### src/rtl/pll_lock_supervisor.sv
// rtl/pll_lock_supervisor.sv - PLL reset sequencer and lock supervisor producing the system reset
//
// Purpose: holds the PLL in reset, waits for a lock that stays stable, then releases a
//          synchronous system reset. Lock loss re-asserts system reset and restarts the PLL.
//          A lock timeout retries the PLL reset sequence.
// Ports:
//   clk            in   reference clock, the only clock
//   reset          in   synchronous, active-high
//   pll_lock       in   PLL LOCK, asynchronous to clk
//   pll_reset      out  to PLL RESET, active-high
//   rst_out        out  system reset, synchronous to clk, active-high
//   locked         out  high only while running with a stable lock
//   retry_cnt      out  lock timeouts, saturates at 15
//   lock_loss_cnt  out  lock losses while running, saturates at 255
// Configuration: define LOCK_LOSS_CNT_EN to build the lock_loss_cnt counter;
//                otherwise lock_loss_cnt is tied to zero.

module pll_lock_supervisor #(
    parameter int PLL_RST_CYC  = 16,
    parameter int LOCK_TIMEOUT = 1000000,
    parameter int LOCK_STABLE  = 1024,
    parameter int CNT_W        = 20
) (
    input  logic       clk,
    input  logic       reset,
    input  logic       pll_lock,
    output logic       pll_reset,
    output logic       rst_out,
    output logic       locked,
    output logic [3:0] retry_cnt,
    output logic [7:0] lock_loss_cnt
);

    typedef enum logic [1:0] {
        S_PRST   = 2'd0,
        S_WAIT   = 2'd1,
        S_STABLE = 2'd2,
        S_RUN    = 2'd3
    } state_t;

    localparam logic [CNT_W-1:0] RST_LAST     = CNT_W'(PLL_RST_CYC - 1);
    localparam logic [CNT_W-1:0] TIMEOUT_LAST = CNT_W'(LOCK_TIMEOUT - 1);
    localparam logic [CNT_W-1:0] STABLE_LAST  = CNT_W'(LOCK_STABLE - 1);
    localparam logic [CNT_W-1:0] CNT_ONE      = {{(CNT_W-1){1'b0}}, 1'b1};

    state_t           state;
    logic [CNT_W-1:0] timer;
    logic             sync1;
    logic             sync2;
    logic             lock_s;

    // pll_lock is asynchronous; only the second synchroniser stage is used by the FSM.
    assign lock_s = sync2;

    always_ff @(posedge clk) begin
        if (reset) begin
            state     <= S_PRST;
            timer     <= '0;
            sync1     <= 1'b0;
            sync2     <= 1'b0;
            pll_reset <= 1'b1;
            rst_out   <= 1'b1;
            locked    <= 1'b0;
            retry_cnt <= 4'd0;
`ifdef LOCK_LOSS_CNT_EN
            lock_loss_cnt <= 8'd0;
`endif
        end else begin
            sync1 <= pll_lock;
            sync2 <= sync1;
            // Outputs are updated together with the state so they always match the state entered.
            case (state)
                S_PRST: begin
                    if (timer == RST_LAST) begin
                        state     <= S_WAIT;
                        timer     <= '0;
                        pll_reset <= 1'b0;
                    end else begin
                        timer <= timer + CNT_ONE;
                    end
                end
                S_WAIT: begin
                    if (lock_s) begin
                        state <= S_STABLE;
                        timer <= '0;
                    end else if (timer == TIMEOUT_LAST) begin
                        state     <= S_PRST;
                        timer     <= '0;
                        pll_reset <= 1'b1;
                        if (retry_cnt != 4'd15) begin
                            retry_cnt <= retry_cnt + 4'd1;
                        end
                    end else begin
                        timer <= timer + CNT_ONE;
                    end
                end
                S_STABLE: begin
                    // A drop back to WAIT is not a timeout, so retry_cnt is left alone.
                    if (!lock_s) begin
                        state <= S_WAIT;
                        timer <= '0;
                    end else if (timer == STABLE_LAST) begin
                        state   <= S_RUN;
                        timer   <= '0;
                        rst_out <= 1'b0;
                        locked  <= 1'b1;
                    end else begin
                        timer <= timer + CNT_ONE;
                    end
                end
                S_RUN: begin
                    if (!lock_s) begin
                        state     <= S_PRST;
                        timer     <= '0;
                        pll_reset <= 1'b1;
                        rst_out   <= 1'b1;
                        locked    <= 1'b0;
`ifdef LOCK_LOSS_CNT_EN
                        if (lock_loss_cnt != 8'd255) begin
                            lock_loss_cnt <= lock_loss_cnt + 8'd1;
                        end
`endif
                    end
                end
                default: begin
                    state     <= S_PRST;
                    timer     <= '0;
                    pll_reset <= 1'b1;
                    rst_out   <= 1'b1;
                    locked    <= 1'b0;
                end
            endcase
        end
    end

`ifndef LOCK_LOSS_CNT_EN
    assign lock_loss_cnt = 8'd0;
`endif

endmodule
### config.mk
export PLATFORM = sky130hd
export DESIGN_NAME = pll_lock_supervisor
export DESIGN_NICKNAME = d
export VERILOG_FILES = /design/src/rtl/pll_lock_supervisor.sv
export SDC_FILE = /design/constraint.sdc
export NUM_CORES = 1
export LEC_CHECK = 0
export BUFFER_PORTS_ARGS = -buffer_cell sky130_fd_sc_hd__buf_2
export CAP_MARGIN = 25
export CORE_ASPECT_RATIO = 0.8
export CORE_MARGIN = 8
export CORE_UTILIZATION = 58
export DETAILED_ROUTE_END_ITERATION = 10
export PLACE_DENSITY = 0.79
export SYNTH_ARGS = -nofsm -noshare
export SYNTH_HDL_FRONTEND = slang
export SYNTH_SLANG_ARGS = --single-unit
### constraint.sdc
create_clock -name clk -period 3.4 [get_ports clk]
set_input_delay 0.17 -clock clk [delete_from_list [all_inputs] [get_ports clk]]
set_output_delay 0.17 -clock clk [all_outputs]
set_load 0.05 [all_outputs]
==> results.yml, run 1 <==
critical_path:
  critPathLaunchType: "flop"
  arrival_ps: 2900
  r2r-end: "timer[16]"
  worstPathMaxFanout: 9
  rr_startpoint: "timer[11]"
  crit_type: "flop to flop"
  worst-r2r-cell-count: 6
  required_ps: 3570
  ff2ff_setup_slack_ps: 670
  end_kind: "flop"
clock_tree:
  cts_root_buffer: "clkbuf_8"
  cts_tree: "built"
  hold_buffers: 0
  cts_made_buffers: 5
  ctsResizeCount: 0
  h-tree-depth: 2
  cts_setup_buffers: 0
  clock_latency_ps: 290
  clkSinkCount: 31
  clk_pin_slew_worst_paths_ps: 60
  ctsLongestPathBuffers: 2
drt:
  wl_um: 3794
  vias: 1472
  drt_first_pass_iters: 4
  wire_per_inst_um: 14.82
  vias_per_cell: 5.750
  ant_nets: 0
  drtIter0Drc: 101
  drc: 0
place:
  dpl.hpwl_um: 2780
  place_area_sq_um: 1752
  post-place-ws_ps: 738.8
  dp_cells: 248
  place_congestion: 0.8587
  port_buffers: 9
synth:
  synth_mux_area_frac: 0.005835
  ys_seq_area_frac: 0.3618
  syn_area_sq_um: 1715
  synth-seq-cells: 31
  yosys.area_share.simple: 0.3049
  avgSynthCellArea_sq_um: 8.247
  netlist_instances: 208
  async_reset_ff_frac: 0
  synth_xor_area_frac: 0.06637
  yosys.cell_types.count: 38
  synthAdderAreaFrac: 0.05106
  ys.flop_type: "dfxtp_1"
  synth_top_family_by_area: "simple AND/OR/NAND/NOR gates"
  synth-edff-count: 0
  synth_warnings: 0
  synth_compound_area_frac: 0.1466
floorplan:
  die-area_sq_um: 4964
  coreArea_sq_um: 2786
  fp.dieW_um: 76.80
  die_h_um: 64.64
  io_pins: 18
  initial_core_util: 0.6156
  rows: 17
sta:
  max_slew.worst_pin.slew_ps: 859.6
  skew_ps: 8.448
  maxSlewViolCount: 0
  timing.final.crit_share: 0.8019
  setup_slack_ps: 673.6
  rsz0062_at_grt: "false"
  setup_tns_ps: 0
  fin_crit_ps: 2726
  fmax_ghz: 0.3668
  hold_viol_final: 0
  whs_ps: 89.22
  setup_viol: 0
  max-slew-margin-rel: 0.4216
finish:
  num_antenna_cells: 0
  area_delta_synth_final_pct: 6.856
  nets: 227
  instances_no_fill: 256
  post-route-util: 0.6578
  final_cell_mix: "31 x nor2_1, 31 x dfxtp_1, 14 x nand2_1"
  drive_above_1_share: 0.09174
  fin_area_sq_um: 1833
pwr:
  comb_power_share: 0.129
  intPower_uw: 546.3
  p_switching_uw: 210.9
  total_power_uw: 757.2
  seq_power_share: 0.503
  swShare: 0.2785
  pwr-share-clk: 0.367
  power.leakage_nw: 0.7293
  peakVddDrop_mv: 0.4153
  p_per_area_nw_per_um2: 413.1
global_route:
  grt_pass1_wl_um: 6279
  grt_max_degree: 19
  grt_usage: 0.1544
  globalRouteOverflowTotal: 0
  first_global_vias: 1403
  antenna_found_initial: 0
run_status:
  status: "complete, no violations"
worst_hold_path:
  holdPathEnd: "sync1"
  worstHoldPathType: "input pin to flop"
  holdPathStages: 2
  holdCritStartpoint: "pll_lock"
run:
  cap_violations: 0
==> power by group through the flow <==
stage                     registers, mW  clock network, mW  logic [mW]
after detailed placement          0.389                  0      0.0961
after CTS                         0.381              0.283      0.0969
after global placement            0.389                  0      0.0923
after floorplan                   0.392                  0      0.0846
final                             0.381              0.278      0.0980
after global routing              0.383              0.294       0.106
==> synthesized netlist by cell type (7+ instances only) <==
| cell type | instances | area share |
|---|---|---|
| nand3_1 | 12 | 0.035 |
| a21oi_1 | 8 | 0.023 |
| ha_1 | 7 | 0.051 |
| nand2_1 | 14 | 0.031 |
| xor2_1 | 8 | 0.041 |
| dfxtp_1 | 31 | 0.36 |
| or4_1 | 7 | 0.031 |
| nor2_1 | 31 | 0.068 |
| nor3_1 | 7 | 0.020 |
| buf_4 | 8 | 0.035 |
==> registers in the layout (all words and copies together), names as in the netlist <==
name	count
state	2
locked	1
pll_reset	1
sync1	1
timer	20
lock_s	1
rst_out	1
retry_cnt	4
==> per-layer routing <==
layer	up-vias	global-route usage	share of wire
met3	9	0.06198	0.083
li1	741	-	-
met5	-	0	0
met1	674	0.1874	0.47
met4	0	0.07177	0.016
met2	48	0.2349	0.43
==> cell type report <==
cell class | count | area [sq um]
fillers | 248 | 953.4
flip-flops and latches | 31 | 620.6
inverters | 6 | 22.52
multi-input cells | 164 | 1016
repair buffers | 9 | 45.04
well taps | 38 | 47.55
clock buffers | 7 | 76.32
clock inverters | 1 | 5.005
==> cells by family after synthesis <==
| logic type | count (synthesis) |
|---|---|
| AO/OA/AOI/OAI | 33 |
| XOR/XNOR | 13 |
| adder cells (fa/ha/maj) | 7 |
| buffers and inverters | 20 |
| flip-flops | 31 |
| multiplexers | 1 |
| other | 1 |
| AND/OR/NAND/NOR | 102 |
==> worst max-delay path, cell delays in order (launching register included) <==
cell      delay (ps)
dfxtp_1          340
or4_1            560
or3_1            460
o31a_1           380
o311ai_4         420
a21boi_4         360
nor2_1            90
==> worst max-delay path by stage <==
stage,from,end,slack [ps],cells past startpoint
4_1_cts,timer[11],timer[16],700,6
3_5_place_dp,timer[11],timer[16],740,6
2_1_floorplan,timer[11],timer[10],890,7
5_1_grt,timer[12],timer[15],550,6
6_report,timer[11],timer[16],670,6
3_3_place_gp,timer[11],timer[19],810,6
Note: power is estimated with default switching activity, not from simulation.
==> run 2, diff against run 1 <==
ABC_AREA = 1   (was unset)
CORE_UTILIZATION = 54   (was 58)
PLACE_DENSITY = 0.76   (was 0.79)
clock period = 2.5 ns   (was 3.4 ns; I/O delays follow)
==> run 2 against run 1 <==
Flip-flop and latch count unchanged; clock power increased by 43%; synthesized cell count increased by 65%; area after synthesis increased by 35%; first-iteration DRC count increased by 74%; sequential share of layout area decreased by 7.7 points; maximum frequency increased by 46%; non-clock buffer count unchanged; core utilization decreased by 8.6 points; global-route usage increased by 0.87 points; combinational power increased by 40%; critical path type unchanged; critical endpoint is now timer[11].
==> results.yml, run 2 <==
run_status:
  status: "complete, no violations"
critical_path:
  crit_chain: "ha_1, nand2_1, nor2_2, nand2_4, nor2_4, nand2_2, nand2_4, nand3_4, nand2_1, a21oi_2"
  cpPeakStageDelay_ps: 380
  worstPathMaxFanout: 20
  critPathLaunchType: "flop"
  required_ps: 2660
  worst_path_max_delay_cell: "dfxtp_1"
  worst-r2r-cell-count: 10
  crit_type: "flop to flop"
  arrival_ps: 2030
  end_kind: "flop"
pwr:
  pwr-share-clk: 0.377
  comb_power_share: 0.131
  intPower_uw: 730.7
  p_per_area_nw_per_um2: 443.0
  power.leakage_nw: 0.9871
  peakVddDrop_mv: 0.2176
  p_switching_uw: 321.4
  swShare: 0.3055
  seq_power_share: 0.492
sta:
  timing.final.crit_share: 0.7479
  max_slew.worst_pin.slew_ps: 656.4
  setup_viol: 0
  max-slew-margin-rel: 0.5619
  fmax_ghz: 0.5348
  fin_crit_ps: 1870
  skew_ps: 5.032
  maxSlewViolCount: 0
  setup_tns_ps: 0
  hold_viol_final: 0
  rsz0062_at_grt: "false"
floorplan:
  fp.dieW_um: 89.14
  die_h_um: 74.51
  die-area_sq_um: 6642
  rows: 21
  initial_core_util: 0.5567
  io_pins: 18
  coreArea_sq_um: 4151
synth:
  ys_seq_area_frac: 0.2685
  syn_area_sq_um: 2311
  netlist_instances: 343
  yosys.cell_types.count: 30
  synth-edff-count: 0
  async_reset_ff_frac: 0
  yosys-top-cells-area: "dfxtp_1 27%, nand2_1 13%, nor2_1 7.1%"
  synth_warnings: 0
  synthTopCellsByCount: "79 x nand2_1, 44 x nor2_1, 31 x dfxtp_1"
  avgSynthCellArea_sq_um: 6.738
  synth_top_cell_by_area: "dfxtp_1"
  ys.flop_type: "dfxtp_1"
  synthMostInstantiatedCell: "nand2_1"
  synth_top_area_share: 0.2685
  synth-seq-cells: 31
run:
  cap_violations: 0
global_route:
  antenna_found_initial: 0
  first_global_vias: 1825
  globalRouteOverflowTotal: 0
  grt_max_degree: 27
  grt_usage: 0.1631
  grt_pass1_wl_um: 8424
finish:
  nets: 352
  multi_input_area_sq_um: 1429
  final_cell_mix: "79 x nand2_1, 44 x nor2_1, 31 x dfxtp_1"
  largest_reg_flops: 20
  final_common_cell: "nand2_1"
  area_delta_synth_final_pct: 2.761
  post-route-util: 0.5720
  drive_above_1_share: 0.1866
  fill_cells: 424
  num_antenna_cells: 0
  regArea_sq_um: 620.6
  reg_top3: "timer (20), retry_cnt (4), state (2)"
  top_register: "timer"
clock_tree:
  cts_made_buffers: 5
  hold_buffers: 0
  cts_tree: "built"
  cts_root_buffer: "clkbuf_8"
  clk_pin_slew_worst_paths_ps: 70
  h-tree-depth: 2
  ctsResizeCount: 0
  clkSinkCount: 31
  clock_latency_ps: 290
  ctsLongestPathBuffers: 2
  cts_setup_buffers: 0
drt:
  wl_um: 4889
  drc: 0
  vias: 2029
  wire_per_inst_um: 12.22
  ant_nets: 0
  drtIter0Drc: 176
  drt_first_pass_iters: 4
  vias_per_cell: 5.073
place:
  port_buffers: 9
  place_congestion: 0.8785
  dpl.hpwl_um: 3600
worst_hold_path:
  holdPathStages: 3
  worstHoldPathType: "input pin to flop"
==> run 2: critical path: cells and delay by family (launching register included) <==
kind / cells / cell delay (ps)
fa+ha+maj: 1 / 260
flops: 1 / 380
simple gates: 8 / 1030
compound gates: 1 / 60
==> run 2: cells by family after synthesis <==
| kind of cell | Yosys count | synth area share |
|---|---|---|
| AOI/OAI and AO/OA | 34 | 0.07797 |
| xor gates and xnor gates | 14 | 0.05306 |
| adders and majority gates | 7 | 0.03790 |
| buffers and inverters | 57 | 0.1245 |
| DFF | 31 | 0.2685 |
| other | 1 | 0.001623 |
| and+or+nand+nor | 199 | 0.4364 |
==> run 2: final timing paths <==
path | start | endpoint | slack [ps]
max reg2reg | timer[1] | timer[11] | 630
max | timer[1] | timer[11] | 630
min reg2reg | sync1 | lock_s | 400
min | pll_lock | sync1 | 40
==> run 2: power by group through the flow <==
stage | registers, mW | logic (mW) | clock network, mW
global placement | 0.528 | 0.135 | 0
global route | 0.520 | 0.152 | 0.419
floorplan | 0.531 | 0.131 | 0
detailed placement | 0.529 | 0.137 | 0
CTS | 0.518 | 0.138 | 0.404
finish | 0.518 | 0.137 | 0.397
==> run 2: cell type report <==
type | instances | share of cell area
clock inverters | 3 | 0.006322
clock buffers | 5 | 0.02898
well taps | 57 | 0.03003
inverters | 33 | 0.05269
repair buffers | 9 | 0.01897
multi-input cells | 262 | 0.6017
flip-flops and latches | 31 | 0.2613
==> run 2: metrics by stage <==
step	power, mW	setup slack (ps)	hold slack (ps)	instances	instance area (sq um)
after floorplan	0.6615	948.6	232.0	350	2337
after global placement	0.6628	713.3	326.8	392	2291
after detailed placement	0.6661	634.3	337.5	392	2291
after CTS	1.059	619.8	34.05	400	2375
after global routing	1.090	419.1	52.02	400	2375
final	1.052	630.2	38.01	400	2375
==> run 2: layer usage <==
layer / vias up / wire [um] / share of wire / track usage
met5: - / 0 / 0 / 0
met4: 0 / 51 / 0.010 / 0.05882
met3: 5 / 336 / 0.069 / 0.03422
met2: 49 / 2018 / 0.41 / 0.2428
met1: 913 / 2482 / 0.51 / 0.2247
li1: 1062 / - / - / -
==> run 3, diff against run 2 <==
clock period = 1.6 ns   (was 2.5 ns; I/O delays follow)
==> run 3 against run 2 <==
Global-route usage increased by 2.3 points; sequential share of layout area decreased by 4.1 points; largest cell class unchanged; largest power group unchanged; critical endpoint is now retry_cnt[2]; combinational power increased by 120%; setup slack got worse by 620 ps; hold slack improved by 100 ps; non-clock buffer count increased by 36; critical path type unchanged; core utilization increased by 12 points; critical path depth unchanged.
==> results.yml, run 3 (synthesis gave the netlist of run 2 again) <==
critical_path:
  critPathLaunchType: "flop"
  worstPathMaxFanout: 4
  arrival_ps: 1820
  required_ps: 1830
  end_kind: "flop"
  crit_type: "flop to flop"
pwr:
  total_power_mw: 1.932
  power.leakage_nw: 1.220
  p_per_area_nw_per_um2: 674.6
  peakVddDrop_mv: 0.5507
floorplan:
  coreArea_sq_um: 4151
  rows: 21
  initial_core_util: 0.5567
  fp.dieW_um: 89.14
  io_pins: 18
  die_h_um: 74.51
  die-area_sq_um: 6642
sta:
  skew_ps: 9.641
  maxSlewViolCount: 0
  rsz0062_at_grt: "true"
  hold_viol_final: 0
  setup_viol: 0
  timing.final.crit_share: 0.9961
  fmax_ghz: 0.6275
  fin_crit_ps: 1594
finish:
  area_delta_synth_final_pct: 23.93
  final_common_cell: "nand2_1"
  instances_no_fill: 436
  nets: 388
  num_antenna_cells: 0
  largest_reg_flops: 20
  reg_top3: "timer (20), retry_cnt (4), state (2)"
  final_cell_mix: "74 x nand2_1, 40 x nor2_1, 30 x buf_4"
  drive_above_1_share: 0.3430
  top_register: "timer"
  fill_cells: 340
place:
  dpl.hpwl_um: 4055
  place_congestion: 0.8757
  dp_cells: 420
  port_buffers: 9
clock_tree:
  clk_pin_slew_worst_paths_ps: 70
  clock_latency_ps: 300
  cts_made_buffers: 5
  ctsLongestPathBuffers: 2
  cts_root_buffer: "clkbuf_8"
  h-tree-depth: 2
  clkSinkCount: 31
  cts_tree: "built"
drt:
  wl_um: 5904
  drtIter0Drc: 128
  wire_per_inst_um: 13.54
  ant_nets: 0
  drc: 0
  drt_first_pass_iters: 4
  vias: 2239
  vias_per_cell: 5.135
global_route:
  first_global_vias: 2126
  grt_max_degree: 21
  globalRouteOverflowTotal: 0
  grt_usage: 0.1860
  antenna_found_initial: 0
  grt_pass1_wl_um: 9673
worst_hold_path:
  worstHoldPathType: "input pin to flop"
run_status:
  status: "complete, no violations"
run:
  cap_violations: 0
run 3: cell type report:
class,count,area (sq um),share of cell area
flip-flops and latches,31,630.6,0.2202
multi-input cells,262,1553,0.5422
clock inverters,2,35.03,0.01223
inverters,33,128.9,0.04500
well taps,57,71.32,0.02490
repair buffers,45,362.8,0.1267
clock buffers,6,82.58,0.02883
run 3: what timing repair did:
item | CTS | global route
hold endpoints to repair | 1 | 0
pin swaps | 7 | 24
endpoints found under the setup margin | 27 | 26
gates resized for setup | 10 | 34
buffers inserted | 2 | 5
hold buffers | 1 | 0
run 3: metal layers:
layer  part of all wire  track usage
met5                  0            0
met1               0.46       0.2476
met2               0.46       0.2937
met3              0.072      0.03753
met4              0.012      0.05699
run 3: where the power goes:
group	switching, mW	total [mW]	leakage [nW]	internal [mW]
Combinational	0.198	0.303	0.905	0.106
Clock	0.311	0.814	0.0612	0.504
Sequential	0.0210	0.814	0.254	0.793
run 3: per-stage QoR:
stage	hold slack (ps)	setup TNS [ps]	setup slack [ps]	cell area, sq um	utilization
2_1_floorplan	187.0	0	48.62	2337	-
3_3_place_gp	285.3	0	37.02	2539	0.6115
3_5_place_dp	291.9	-471.1	-43.54	2539	0.6115
4_1_cts	122.7	0	19.55	2721	0.6555
5_1_grt	162.0	-481.3	-50.37	2864	0.6899
6_report	140.8	0	6.247	2864	0.6899
run 3: worst max-delay path, cell delays in order (launching register included):
cell      delay (ps)
dfxtp_4          370
ha_4             150
buf_6            120
nand3_4           80
clkinv_2          60
nand4_1           70
nor2_1           140
nand2_1          110
nor2_4           190
nand3_2           90
a21oi_2          140
run 3: final timing paths:
kind,startpoint,to,slack [ps],cells past startpoint
worst min-delay path,reset,timer[12],140,2
worst min register to register,sync1,lock_s,400,2
worst max-delay path,timer[1],retry_cnt[2],6,10
worst max register to register,timer[1],retry_cnt[2],6,10
